<file path="config.mk">
export PLATFORM = sky130hd
export DESIGN_NAME = mem_arbiter
export DESIGN_NICKNAME = d
export VERILOG_FILES = /design/src/rtl/lc3b_types.sv /design/src/rtl/arb_sat_counter.sv /design/src/rtl/mem_arbiter.sv
export SDC_FILE = /design/constraint.sdc
export NUM_CORES = 1
export LEC_CHECK = 0
export BUFFER_PORTS_ARGS = -buffer_cell sky130_fd_sc_hd__clkbuf_2
export CAP_MARGIN = 0
export CORE_MARGIN = 2
export CORE_UTILIZATION = 35
export DETAILED_ROUTE_END_ITERATION = 6
export GPL_ROUTABILITY_DRIVEN = 0
export PLACE_DENSITY = 0.7
export SLEW_MARGIN = 20
export SYNTH_ARGS = -nofsm -noshare
export SYNTH_HDL_FRONTEND = slang
export SYNTH_HIERARCHICAL = 1
export SYNTH_SLANG_ARGS = --single-unit
</file>
<file path="constraint.sdc">
create_clock -name clk -period 4.35 [get_ports clk]
set_input_delay 0.435 -clock clk [delete_from_list [all_inputs] [get_ports clk]]
set_output_delay 0.435 -clock clk [all_outputs]
set_load 0.02 [all_outputs]
</file>
<file path="src/rtl/lc3b_types.sv">
// Shared LC-3b types, including the arbiter state and port identifiers.
package lc3b_types;

    typedef logic [15:0] lc3b_word;

    typedef enum logic [1:0] {
        IDLE    = 2'd0,
        SERVE_A = 2'd1,
        SERVE_B = 2'd2
    } arb_state_t;

    typedef enum logic {
        PORT_A = 1'b0,
        PORT_B = 1'b1
    } arb_port_t;

endpackage

</file>
<file path="src/rtl/arb_sat_counter.sv">
// Saturating up-counter for per-port grant statistics; sticks at all-ones.
module arb_sat_counter #(
    parameter int CNT_W = 16
) (
    input  logic             clk,
    input  logic             reset_n,
    input  logic             inc,
    output logic [CNT_W-1:0] count
);

    always_ff @(posedge clk or negedge reset_n) begin
        if (!reset_n) begin
            count <= '0;
        end else if (inc && (count != '1)) begin
            count <= count + CNT_W'(1);
        end
    end

endmodule

</file>
<file path="src/rtl/mem_arbiter.sv">
// Two-port to one-port memory arbiter with alternating priority on contention,
// grant counters and a sticky downstream-timeout flag.
//
// state   | meaning
// IDLE    | no transaction outstanding; arbitrate A/B requests
// SERVE_A | port A's latched request is driven downstream, waiting pmem_resp
// SERVE_B | port B's latched request is driven downstream, waiting pmem_resp
module mem_arbiter #(
    parameter int DATA_W  = 16,
    parameter int ADDR_W  = 16,
    parameter int TIMEOUT = 255,
    parameter int CNT_W   = 16
) (
    input  logic              clk,
    input  logic              reset_n,
    input  logic              mem_read_a,
    input  logic              mem_write_a,
    input  logic [1:0]        mem_wmask_a,
    input  logic [ADDR_W-1:0] mem_address_a,
    input  logic [DATA_W-1:0] mem_wdata_a,
    output logic              mem_resp_a,
    output logic [DATA_W-1:0] mem_rdata_a,
    input  logic              mem_read_b,
    input  logic              mem_write_b,
    input  logic [1:0]        mem_wmask_b,
    input  logic [ADDR_W-1:0] mem_address_b,
    input  logic [DATA_W-1:0] mem_wdata_b,
    output logic              mem_resp_b,
    output logic [DATA_W-1:0] mem_rdata_b,
    output logic              pmem_read,
    output logic              pmem_write,
    output logic [1:0]        pmem_wmask,
    output logic [ADDR_W-1:0] pmem_address,
    output logic [DATA_W-1:0] pmem_wdata,
    input  logic              pmem_resp,
    input  logic [DATA_W-1:0] pmem_rdata,
    output logic [CNT_W-1:0]  grant_count_a,
    output logic [CNT_W-1:0]  grant_count_b,
    output logic              timeout_err
);
    import lc3b_types::*;

    localparam int TO_W = $clog2(TIMEOUT + 1);
    localparam logic [TO_W-1:0] TO_MAX = TO_W'(TIMEOUT);

    arb_state_t        state, state_next;
    arb_port_t         last_grant, grant_port;
    logic              grant;
    logic              req_a, req_b;
    logic              lat_read, lat_write;
    logic [1:0]        lat_wmask;
    logic [ADDR_W-1:0] lat_addr;
    logic [DATA_W-1:0] lat_wdata;
    logic [TO_W-1:0]   to_cnt;

    assign req_a = mem_read_a | mem_write_a;
    assign req_b = mem_read_b | mem_write_b;

    always_ff @(posedge clk or negedge reset_n) begin
        if (!reset_n) begin
            state <= IDLE;
        end else begin
            state <= state_next;
        end
    end

    always_comb begin
        state_next = state;
        grant      = 1'b0;
        grant_port = PORT_A;
        unique case (state)
            IDLE: begin
                if (req_a && req_b) begin
                    grant      = 1'b1;
                    grant_port = (last_grant == PORT_A) ? PORT_B : PORT_A;
                end else if (req_b) begin
                    grant      = 1'b1;
                    grant_port = PORT_B;
                end else if (req_a) begin
                    grant      = 1'b1;
                    grant_port = PORT_A;
                end
                if (grant) state_next = (grant_port == PORT_B) ? SERVE_B : SERVE_A;
            end
            SERVE_A, SERVE_B: if (pmem_resp) state_next = IDLE;
            default: state_next = IDLE;
        endcase
    end

    always_comb begin
        pmem_read    = 1'b0;
        pmem_write   = 1'b0;
        pmem_wmask   = '0;
        pmem_address = '0;
        pmem_wdata   = '0;
        mem_resp_a   = 1'b0;
        mem_rdata_a  = '0;
        mem_resp_b   = 1'b0;
        mem_rdata_b  = '0;
        if (state != IDLE) begin
            pmem_read    = lat_read;
            pmem_write   = lat_write;
            pmem_wmask   = lat_wmask;
            pmem_address = lat_addr;
            pmem_wdata   = lat_wdata;
        end
        if (state == SERVE_A && pmem_resp) begin
            mem_resp_a  = 1'b1;
            mem_rdata_a = pmem_rdata;
        end
        if (state == SERVE_B && pmem_resp) begin
            mem_resp_b  = 1'b1;
            mem_rdata_b = pmem_rdata;
        end
    end

    // Write wins when a requester raises both strobes.
    always_ff @(posedge clk or negedge reset_n) begin
        if (!reset_n) begin
            last_grant <= PORT_A;
            lat_read   <= 1'b0;
            lat_write  <= 1'b0;
            lat_wmask  <= '0;
            lat_addr   <= '0;
            lat_wdata  <= '0;
        end else if (grant) begin
            last_grant <= grant_port;
            if (grant_port == PORT_B) begin
                lat_write <= mem_write_b;
                lat_read  <= mem_read_b & ~mem_write_b;
                lat_wmask <= mem_wmask_b;
                lat_addr  <= mem_address_b;
                lat_wdata <= mem_wdata_b;
            end else begin
                lat_write <= mem_write_a;
                lat_read  <= mem_read_a & ~mem_write_a;
                lat_wmask <= mem_wmask_a;
                lat_addr  <= mem_address_a;
                lat_wdata <= mem_wdata_a;
            end
        end
    end

    // Counter saturates at TIMEOUT; the flag rises on the edge it gets there.
    always_ff @(posedge clk or negedge reset_n) begin
        if (!reset_n) begin
            to_cnt      <= '0;
            timeout_err <= 1'b0;
        end else if (state == IDLE) begin
            to_cnt <= '0;
        end else if (!pmem_resp && (to_cnt != TO_MAX)) begin
            to_cnt <= to_cnt + TO_W'(1);
            if (to_cnt == TO_MAX - TO_W'(1)) timeout_err <= 1'b1;
        end
    end

    arb_sat_counter #(.CNT_W(CNT_W)) u_cnt_a (
        .clk     (clk),
        .reset_n (reset_n),
        .inc     (grant && (grant_port == PORT_A)),
        .count   (grant_count_a)
    );

    arb_sat_counter #(.CNT_W(CNT_W)) u_cnt_b (
        .clk     (clk),
        .reset_n (reset_n),
        .inc     (grant && (grant_port == PORT_B)),
        .count   (grant_count_b)
    );

endmodule

</file>
Word level (Yosys, flattened, before mapping)
Index checks and enable logic that the tools add are counted.
{"block": "word_totals", "output_inout_bits": 103, "input_bits": 91, "register_bits": 80, "word_cells": 75}
{"block": "op_classes", "n_reduce_logical": 15, "n_mux": 30, "n_addsub": 3, "bitwise_logic": 8, "eq_ne": 8}
{"cell": "2-to-1 mux 16 bit", "n": 6}
{"cell": "adder 16 x 1 -> 16 bit (second input constant)", "n": 2}
{"cell": "inequality test 16 bit (second input constant)", "n": 2}
{"cell": "2-to-1 mux 1 bit", "n": 16}
{"cell": "2-to-1 mux 8 bit", "n": 2}
{"cell": "2-to-1 mux 2 bit", "n": 5}
{"cell": "adder 8 x 1 -> 8 bit (second input constant)", "n": 1}
{"cell": "equality test 8 bit (second input constant)", "n": 1}
{"cell": "logical AND 1 bit", "n": 8}
{"cell": "inequality test 8 bit (second input constant)", "n": 1}
{"cell": "inequality test 2 bit (second input constant)", "n": 2}
{"cell": "inverter 1 bit", "n": 4}
{"cell": "case mux 2 bit (2 select lines)", "n": 1}
{"cell": "nonzero test 2 bit", "n": 2}
{"cell": "AND reduction 3 bit", "n": 1}
{"cell": "AND 1 bit", "n": 2}
{"cell": "equality test 2 x 1 -> 1 bit (second input constant)", "n": 1}
{"cell": "equality test 2 bit (second input constant)", "n": 1}
{"cell": "zero test 2 bit", "n": 1}
{"cell": "OR 1 bit", "n": 2}
{"cell": "AND reduction 2 bit", "n": 1}
{"cell": "OR reduction 2 bit", "n": 1}
{"cell": "zero test 1 bit", "n": 1}

Depth between registers and ports, before layout
Gate-level depths: netlist of the first run.
{"block": "depth", "word_depth": 8, "depth_mapped": 9, "depth_no_buf": 8}

By module
The synthesis of the first run kept the hierarchy.
{"mod": "mem_arbiter", "n_inst": 1, "seq_area_each_um2": 1201.2, "area_each_um2": 3098.0, "cells_each": 326}
{"mod": "arb_sat_counter", "n_inst": 2, "seq_area_each_um2": 400.4, "area_each_um2": 859.6, "cells_each": 72}

Least setup slack after synthesis of the first run
No wires, ideal clock.
{"block": "synth_path", "path_type": "register to register", "start": "register state[0]", "end": "register u_cnt_b.count[14]", "n_path_buf": 0, "stages_incl_launch_ff": 9, "t_arrival_ns": 2.092, "setup_time_ns": 0.132, "period_less_slack_ns": 2.224, "required_time_ns": 4.218, "slack_ns": 2.126, "cell_sequence": "dfrtp_1 inv_1 ha_1 inv_1 nor3_1 nand2_1 nor4_4 nand4_1 xnor2_1"}
{"block": "synth_between", "elab_chain_len": 4, "elab_cells_between_ends": 5, "classes_between": "2 x mux; 3 x reduce/logical"}
{"item": "start, declared", "line_no": "mem_arbiter.sv:46", "text": "arb_state_t state, state_next;"}
{"item": "start signal, assigned", "line_no": "mem_arbiter.sv:63", "text": "state <= state_next;"}
{"item": "zero test 2 bit *", "line_no": "mem_arbiter.sv:71", "text": "unique case (state)"}
{"item": "2-to-1 mux 1 bit", "line_no": "mem_arbiter.sv:71"}
{"item": "logical AND 1 bit *", "line_no": "mem_arbiter.sv:167", "text": ".inc (grant && (grant_port == PORT_B)),"}
{"item": "logical AND 1 bit *", "line_no": "arb_sat_counter.sv:14", "text": "end else if (inc && (count != '1)) begin"}
{"item": "end signal, assigned", "line_no": "arb_sat_counter.sv:15", "text": "count <= count + CNT_W'(1);"}
{"item": "end, declared", "line_no": "arb_sat_counter.sv:8", "text": "output logic [CNT_W-1:0] count"}
Every way passes the cells marked *; elsewhere a longest branch is shown, timed or not.
A chain may end at the register's enable or synchronous reset.

Final worst setup path of the first run
{"block": "layout_path", "start": "register state[1]", "end": "register u_cnt_b.count[10]"}
The elaborated chain is that of the path after synthesis.

==> results by group, run 1 <==
Critical path
  – Cell family with most CP delay: simple AND/OR/NAND/NOR gates
  – Worst Path Max Fanout: 27
  – CP Capture Type: flop
  – Buffer and inverter count on the worst path: 2
  – Crit path top cell by count: inv_1
  – CP peak stage delay: 0.79 ns
  – CP startpoint kind: flop
  – FF-to-FF End: u_cnt_b/count[10]
  – Worst Path Arrival: 3.36 ns
  – Crit path kind: reg2reg
  – Slowest CP cell: nor3_1
  – Flop-to-flop setup slack: 1.22 ns
  – Worst Path Required: 4.58 ns
  – Worst-case reg-to-reg path depth: 8
  – FF-to-FF Start: state[1]
  – Worst-path cell chain: inv_1, ha_2, inv_1, nor3_1, nand2_1, nor3_2, nand4_1, xnor2_1

Place
  – Placed cells: 811
  – Hpwl dp: 10.3 mm
  – Buffers on Ports: 193
  – Worst slack, placed: 1.18 ns

Final layout
  – Most common cell after layout, fill and taps aside: clkbuf_2
  – Util after Layout: 46.9%
  – Commonest non-fill, non-tap cells in the layout: clkbuf_2, dfrtp_1, a31oi_1
  – ANT cells: 0
  – Area Overhead vs Synth: 30.0%
  – Share of cells above drive strength 1: 40.2%
  – Final Non-Filler Cells: 828
  – Layout filler cell count: 1303
  – Nets: 745

STA
  – Clk_skew: 0.00688 ns
  – Hold Vio Cnt, Final: 0
  – Worst slew margin relative to its limit: 39.7%
  – Final Critical Period: 3.13 ns
  – Total negative slack: 0 ns
  – RSZ-0062 raised after global routing: no
  – Slew Viols, Final: 0
  – Count of final setup violators: 0
  – Period utilization: 71.9%
  – Worst-Margin Slew: 0.898 ns
  – Worst setup margin: 1.22 ns
  – F_max: 0.320 GHz

Yosys
  – EDFF count, synth: 0
  – Prevailing post-synth register cell: dfrtp_1
  – Synth Area in Simple Gates: 23.9%
  – Synth warnings: 6
  – Synth Area per Inst: 10.2 µm²
  – Syn Std Cell Area: 4820 µm²
  – Syn_nets: 568
  – Compound-Gate Fraction of Synth Area: 25.2%
  – Combinational family with the most area after synthesis: compound AO/OA/AOI/OAI gates
  – Flops & latches, synth: 80
  – FFs w/ async S/R, synth: 100%
  – Post-synthesis sequential area ratio: 41.6%
  – Post-Synth XOR/XNOR Area: 2.55%
  – Adder-Cell Fraction of Synth Area: 1.82%
  – Yosys cell types: 63
  – Mux contribution to synthesized area: 0.935%
  – Cells after Synth: 470

Floorplanning
  – Site Rows: 42
  – Core area: 13300 µm²
  – Num ports: 194
  – Die width: 121 µm
  – Vert. Die Dim: 121 µm
  – Die footprint: 14700 µm²
  – Initial Util: 36.1%

Drt
  – Remaining antenna violation count: 0
  – Drt drc: 0
  – WL final: 14.9 mm
  – Vias per inst: 5.71
  – WL/cell: 18.0 µm
  – Detailed Routing Iterations Pass 1: 7
  – Iter 0 DRT Violations: 258
  – Vias after detailed routing: 4727

Pwr
  – Seq pwr share: 29.5%
  – Total Power: 4120 µW
  – Peak VDD IR: 0.000265 V
  – Sw Share: 42.6%
  – Net Sw Power: 1760 µW
  – Clock power frac: 20.4%
  – Comb power frac: 50.1%
  – Int Pwr: 2360 µW
  – Cell area power density: 657 nW/µm²
  – Leakage power: 0.00301 µW

CTS
  – Sink Count: 80
  – # Post-CTS Setup Buffers: 0
  – Post-CTS sizing: 0
  – Hold bufs inserted after CTS: 0
  – CTS tree: done
  – H-Tree Depth: 3
  – Clock Pin Slew Worst Setup and Hold Paths: 0.06 ns
  – CTS Buf Count: 9
  – Clk Latency, worst-skew pair: 0.35 ns
  – Clk root buf: clkbuf_16
  – Bufs on Longest Clock Path: 2

GRT
  – Largest net degree at the start of global routing: 81
  – Vias in the first global route: 4472
  – Grt ovf: 0
  – Initial antenna violation count: 0
  – First-pass GRT wire length: 22.8 mm
  – Total track usage: 19.9%

Flow run
  – Max_cap viols: 0

Worst hold path
  – Hold crit path type: in2async

Outcome
  – Outcome: completed
[final cells by class]
cell class | instances | area (µm²) | area share [%]
sequential | 80 | 2000 | 32.0
multi-input combinational | 349 | 2650 | 42.2
tap | 176 | 220 | 3.52
inverter | 7 | 26.3 | 0.420
clock buffer | 12 | 246 | 3.94
timing repair buffer | 200 | 1040 | 16.7
clock inverter | 4 | 76.3 | 1.22
[flip-flops by register name (all words and copies together), names as in the netlist]
signal         cells
lat_wdata         16
last_grant         1
lat_wmask          2
state              2
u_cnt_b/count     16
lat_addr          16
lat_write          1
timeout_err        1
u_cnt_a/count     16
to_cnt             8
lat_read           1
[power by group through the flow]
stage / Sequential [µW] / Combinational, µW / Clock [µW]
after floorplan: 1220 / 1420 / 0
after global placement: 1210 / 1990 / 0
final: 1210 / 2060 / 841
after global routing: 1250 / 2220 / 890
after CTS: 1210 / 2050 / 853
after detailed placement: 1220 / 2040 / 0
[cell families (layout without fill, tap and decap cells)]
logic type	Yosys count	count (layout)
mux	4	4
xor+xnor	14	14
fa+ha+maj	7	7
compound gates	158	158
flops	80	80
buf+inv	41	223
simple gates	166	166
[worst max path at each step]
stage,start,end,slack [ns],depth (start not counted)
2_1_floorplan,state[0],u_cnt_b/count[14],2.13,8
3_3_place_gp,state[0],u_cnt_b/count[14],1.30,8
3_5_place_dp,state[1],u_cnt_b/count[14],1.18,8
4_1_cts,state[1],u_cnt_b/count[10],1.17,8
5_1_grt,state[0],u_cnt_b/count[10],0.91,8
6_report,state[1],u_cnt_b/count[10],1.22,8
[cells in the mapped netlist, drive strengths merged, types with 6 or more instances]
cell,instances,area share (%)
inv,7,0.55
ha,7,1.8
and3,37,4.8
nor2b,37,4.8
o21a,12,1.9
nor3,6,0.83
xnor2,10,1.8
a31oi,40,5.2
and4,9,1.8
a2bb2oi,34,8.5
nand4,21,3.6
nand2,12,0.93
nand3,14,2.0
o21ai,38,4.0
dfrtp,80,42
buf,17,2.1
nor2,12,1.1
clkbuf,17,1.4
a21oi,13,1.4
[stage by stage]
stage                     hold slack [ns]  area (µm²)
after floorplan                     0.139        4820
after global placement              0.462        5910
after detailed placement            0.460        5910
after CTS                           0.308        6230
after global routing                0.187        6260
final                               0.121        6260
[layer usage]
metal	wire, µm	vias to the layer above	track usage (%)
met1	6240	2319	25.4
met2	7170	231	32.8
met3	1230	19	4.70
li1	-	2158	-
met4	238	0	7.18
met5	0	-	0
[worst reg2reg max path, cell delays in order, from the launching register on]
cell,delay (ns)
dfrtp_1,0.40
inv_1,0.12
ha_2,0.58
inv_1,0.25
nor3_1,0.79
nand2_1,0.33
nor3_2,0.25
nand4_1,0.15
xnor2_1,0.15
No activity file was read; power rests on OpenSTA's default activity.
==> inputs of run 2 (changes only) <==
--- a/config.mk
+++ b/config.mk
@@ -5,13 +5,14 @@
 export SDC_FILE = /design/constraint.sdc
 export NUM_CORES = 1
 export LEC_CHECK = 0
+export ABC_AREA = 1
 export BUFFER_PORTS_ARGS = -buffer_cell sky130_fd_sc_hd__clkbuf_2
 export CAP_MARGIN = 0
 export CORE_MARGIN = 2
 export CORE_UTILIZATION = 35
 export DETAILED_ROUTE_END_ITERATION = 6
 export GPL_ROUTABILITY_DRIVEN = 0
-export PLACE_DENSITY = 0.7
+export PLACE_DENSITY = 0.71
 export SLEW_MARGIN = 20
 export SYNTH_ARGS = -nofsm -noshare
 export SYNTH_HDL_FRONTEND = slang
==> constraint.sdc (replaced) <==
create_clock -name clk -period 2.69 [get_ports clk]
set_input_delay 0.269 -clock clk [delete_from_list [all_inputs] [get_ports clk]]
set_output_delay 0.269 -clock clk [all_outputs]
set_load 0.02 [all_outputs]
==> run 2 against run 1 <==
Net effect: global-route usage decreased by 2.4 points; via count up 19%; sequential cell count did not move; setup slack worse by 0.67 ns; clock skew shrank 0.0017 ns; wire length shrank 4.5%; critical endpoint is now pmem_wdata[6]; design area increased by 10%; die area grew 13%.
==> results by group, run 2 <==
Final layout
  – Storage cell area: 2000 µm²
  – Commonest non-fill, non-tap cells in the layout: nand2_1, clkbuf_2, inv_1
  – Util after Layout: 45.2%
  – Most common cell after layout, fill and taps aside: nand2_1
  – Multi-input gate area: 2660 µm²
  – ANT cells: 0
  – Area Overhead vs Synth: 25.6%
  – Share of cells above drive strength 1: 24.6%
  – Nets: 1123
  – Layout filler cell count: 1613

STA
  – WHS: 0.224 ns
  – F_max: 0.467 GHz
  – Worst-Margin Slew: 0.537 ns
  – Slew Viols, Final: 0
  – Final Critical Period: 2.14 ns
  – Worst slew margin relative to its limit: 64.1%
  – RSZ-0062 raised after global routing: no
  – Count of final setup violators: 0
  – Period utilization: 79.6%
  – Hold Vio Cnt, Final: 0
  – Clk_skew: 0.00516 ns
  – Total negative slack: 0 ns

Pwr
  – Clock power frac: 18.2%
  – Peak VDD IR: 0.000404 V
  – Cell area power density: 961 nW/µm²
  – Net Sw Power: 3210 µW
  – Seq pwr share: 30.0%
  – Int Pwr: 3410 µW
  – Total Power: 6620 µW
  – Comb power frac: 51.8%
  – Sw Share: 48.5%
  – Leakage power: 0.00403 µW

Yosys
  – EDFF count, synth: 0
  – Commonest cells post-synth: nand2_1, inv_1, nor2_1
  – Prevailing post-synth register cell: dfrtp_1
  – Top-count cell post-synth: nand2_1
  – Yosys top cell area share: 36.5%
  – Post-synthesis sequential area ratio: 36.5%
  – Cells after Synth: 846
  – Top cell type by total area after synthesis: dfrtp_1
  – Synth Area per Inst: 6.49 µm²
  – FFs w/ async S/R, synth: 100%
  – Synth warnings: 6
  – Syn_nets: 944
  – Yosys cell types: 26
  – Syn Std Cell Area: 5490 µm²
  – Flops & latches, synth: 80
  – Synth top area cells: dfrtp_1, nand2_1, inv_1

Critical path
  – Worst Path Max Fanout: 39
  – Worst-path cell chain: inv_1, ha_2, buf_4, nor2_1, clkbuf_2
  – CP peak stage delay: 0.42 ns
  – Worst Path Required: 2.42 ns
  – Worst Path Arrival: 1.87 ns
  – CP startpoint kind: flop
  – Crit path kind: reg2out
  – CP Capture Type: output pin
  – CP Depth: 5
  – Worst-case reg-to-reg path depth: 9
  – Cell family with most CP delay: buffers and inverters
  – Buffer and inverter count on the worst path: 3
  – Slowest CP cell: buf_4

CTS
  – CTS Buf Count: 9
  – Clk Latency, worst-skew pair: 0.34 ns
  – Clk root buf: clkbuf_16
  – CTS tree: done
  – Bufs on Longest Clock Path: 2
  – H-Tree Depth: 3
  – Sink Count: 80
  – Clock Pin Slew Worst Setup and Hold Paths: 0.06 ns

Drt
  – Detailed Routing Iterations Pass 1: 4
  – WL final: 14.2 mm
  – WL/cell: 11.5 µm
  – Remaining antenna violation count: 0
  – Vias after detailed routing: 5603
  – Drt drc: 0
  – Iter 0 DRT Violations: 252
  – Vias per inst: 4.52

Place
  – Buffers on Ports: 193
  – Hpwl dp: 10.4 mm

GRT
  – Total track usage: 17.5%
  – Largest net degree at the start of global routing: 81
  – Vias in the first global route: 5181
  – First-pass GRT wire length: 23.6 mm
  – Initial antenna violation count: 0
  – Grt ovf: 0

Worst hold path
  – Hold crit path type: in2reg
  – Worst hold path stage count: 5

Floorplanning
  – Vert. Die Dim: 129 µm
  – Core area: 15300 µm²
  – Die width: 129 µm
  – Num ports: 194
  – Initial Util: 36.0%
  – Die footprint: 16700 µm²
  – Site Rows: 45

Flow run
  – Max_cap viols: 0

Outcome
  – Outcome: completed
[run 2: path summary, 6_finish.rpt]
check | slack (ns) | from | endpoint
setup / recovery | 0.55 | state[0] | pmem_wdata[6]
hold reg to reg | 0.48 | lat_wdata[13] | lat_wdata[13]
min in group asynchronous | 0.50 | reset_n | lat_wmask[1]
max in group asynchronous | 1.84 | reset_n | u_cnt_a/count[1]
hold / removal | 0.22 | mem_wdata_a[9] | lat_wdata[9]
setup reg to reg | 0.77 | state[0] | u_cnt_a/count[7]
[run 2: metrics by stage]
step | instances | worst slack, ns | instance area [µm²]
6_report | 1240 | 0.548 | 6890
5_1_grt | 1240 | 0.421 | 6890
4_1_cts | 1240 | 0.527 | 6890
3_5_place_dp | 1224 | 0.741 | 6590
3_3_place_gp | 1224 | 0.819 | 6590
2_1_floorplan | 846 | 0.974 | 5490
[run 2: what timing repair did]
item | in CTS | in global routing
hold endpoints to repair | 80 | 0
gates resized for setup | 0 | 0
hold buffers | 1 | 0
buffers inserted | 0 | 0
[run 2: cell type report]
| class | count | share of cell area [%] |
|---|---|---|
| Multi-Input combinational cell | 566 | 38.6 |
| Sequential cell | 80 | 29.1 |
| Timing Repair Buffer | 202 | 15.3 |
| Clock inverter | 5 | 0.853 |
| Tap cell | 211 | 3.83 |
| Clock buffer | 10 | 3.32 |
| Inverter | 166 | 9.04 |
[run 2: power groups by stage]
stage | logic [µW] | clock network (µW) | registers (µW)
floorplan | 2460 | 0 | 2050
CTS | 3480 | 1250 | 1980
global placement | 3440 | 0 | 1990
finish | 3430 | 1210 | 1980
global route | 3850 | 1290 | 2050
detailed placement | 3470 | 0 | 1990
[run 2: routing by layer]
layer  global-route usage, %  part of all wire [%]
met3                    2.97                   5.2
met5                       0                     0
met2                    30.2                    47
met4                    5.82                   1.3
met1                    22.2                    47
[run 2: logic make-up (layout without fill, tap and decap cells)]
family                     Yosys count  after routing  synth area share [%]
AOI/OAI and AO/OA                   27             27                  3.01
xor gates and xnor gates            14             14                  2.23
adders and majority gates            7              7                  1.60
buffers and inverters              200            383                  15.0
DFF                                 80             80                  36.5
and+or+nand+nor                    518            518                  41.6
[run 2: tightest hold or removal path: stages]
cell and delay [ns]:
clkbuf_2 0.08, inv_1 0.04, nand2_1 0.04, nand3_1 0.05, nand2_1 0.04
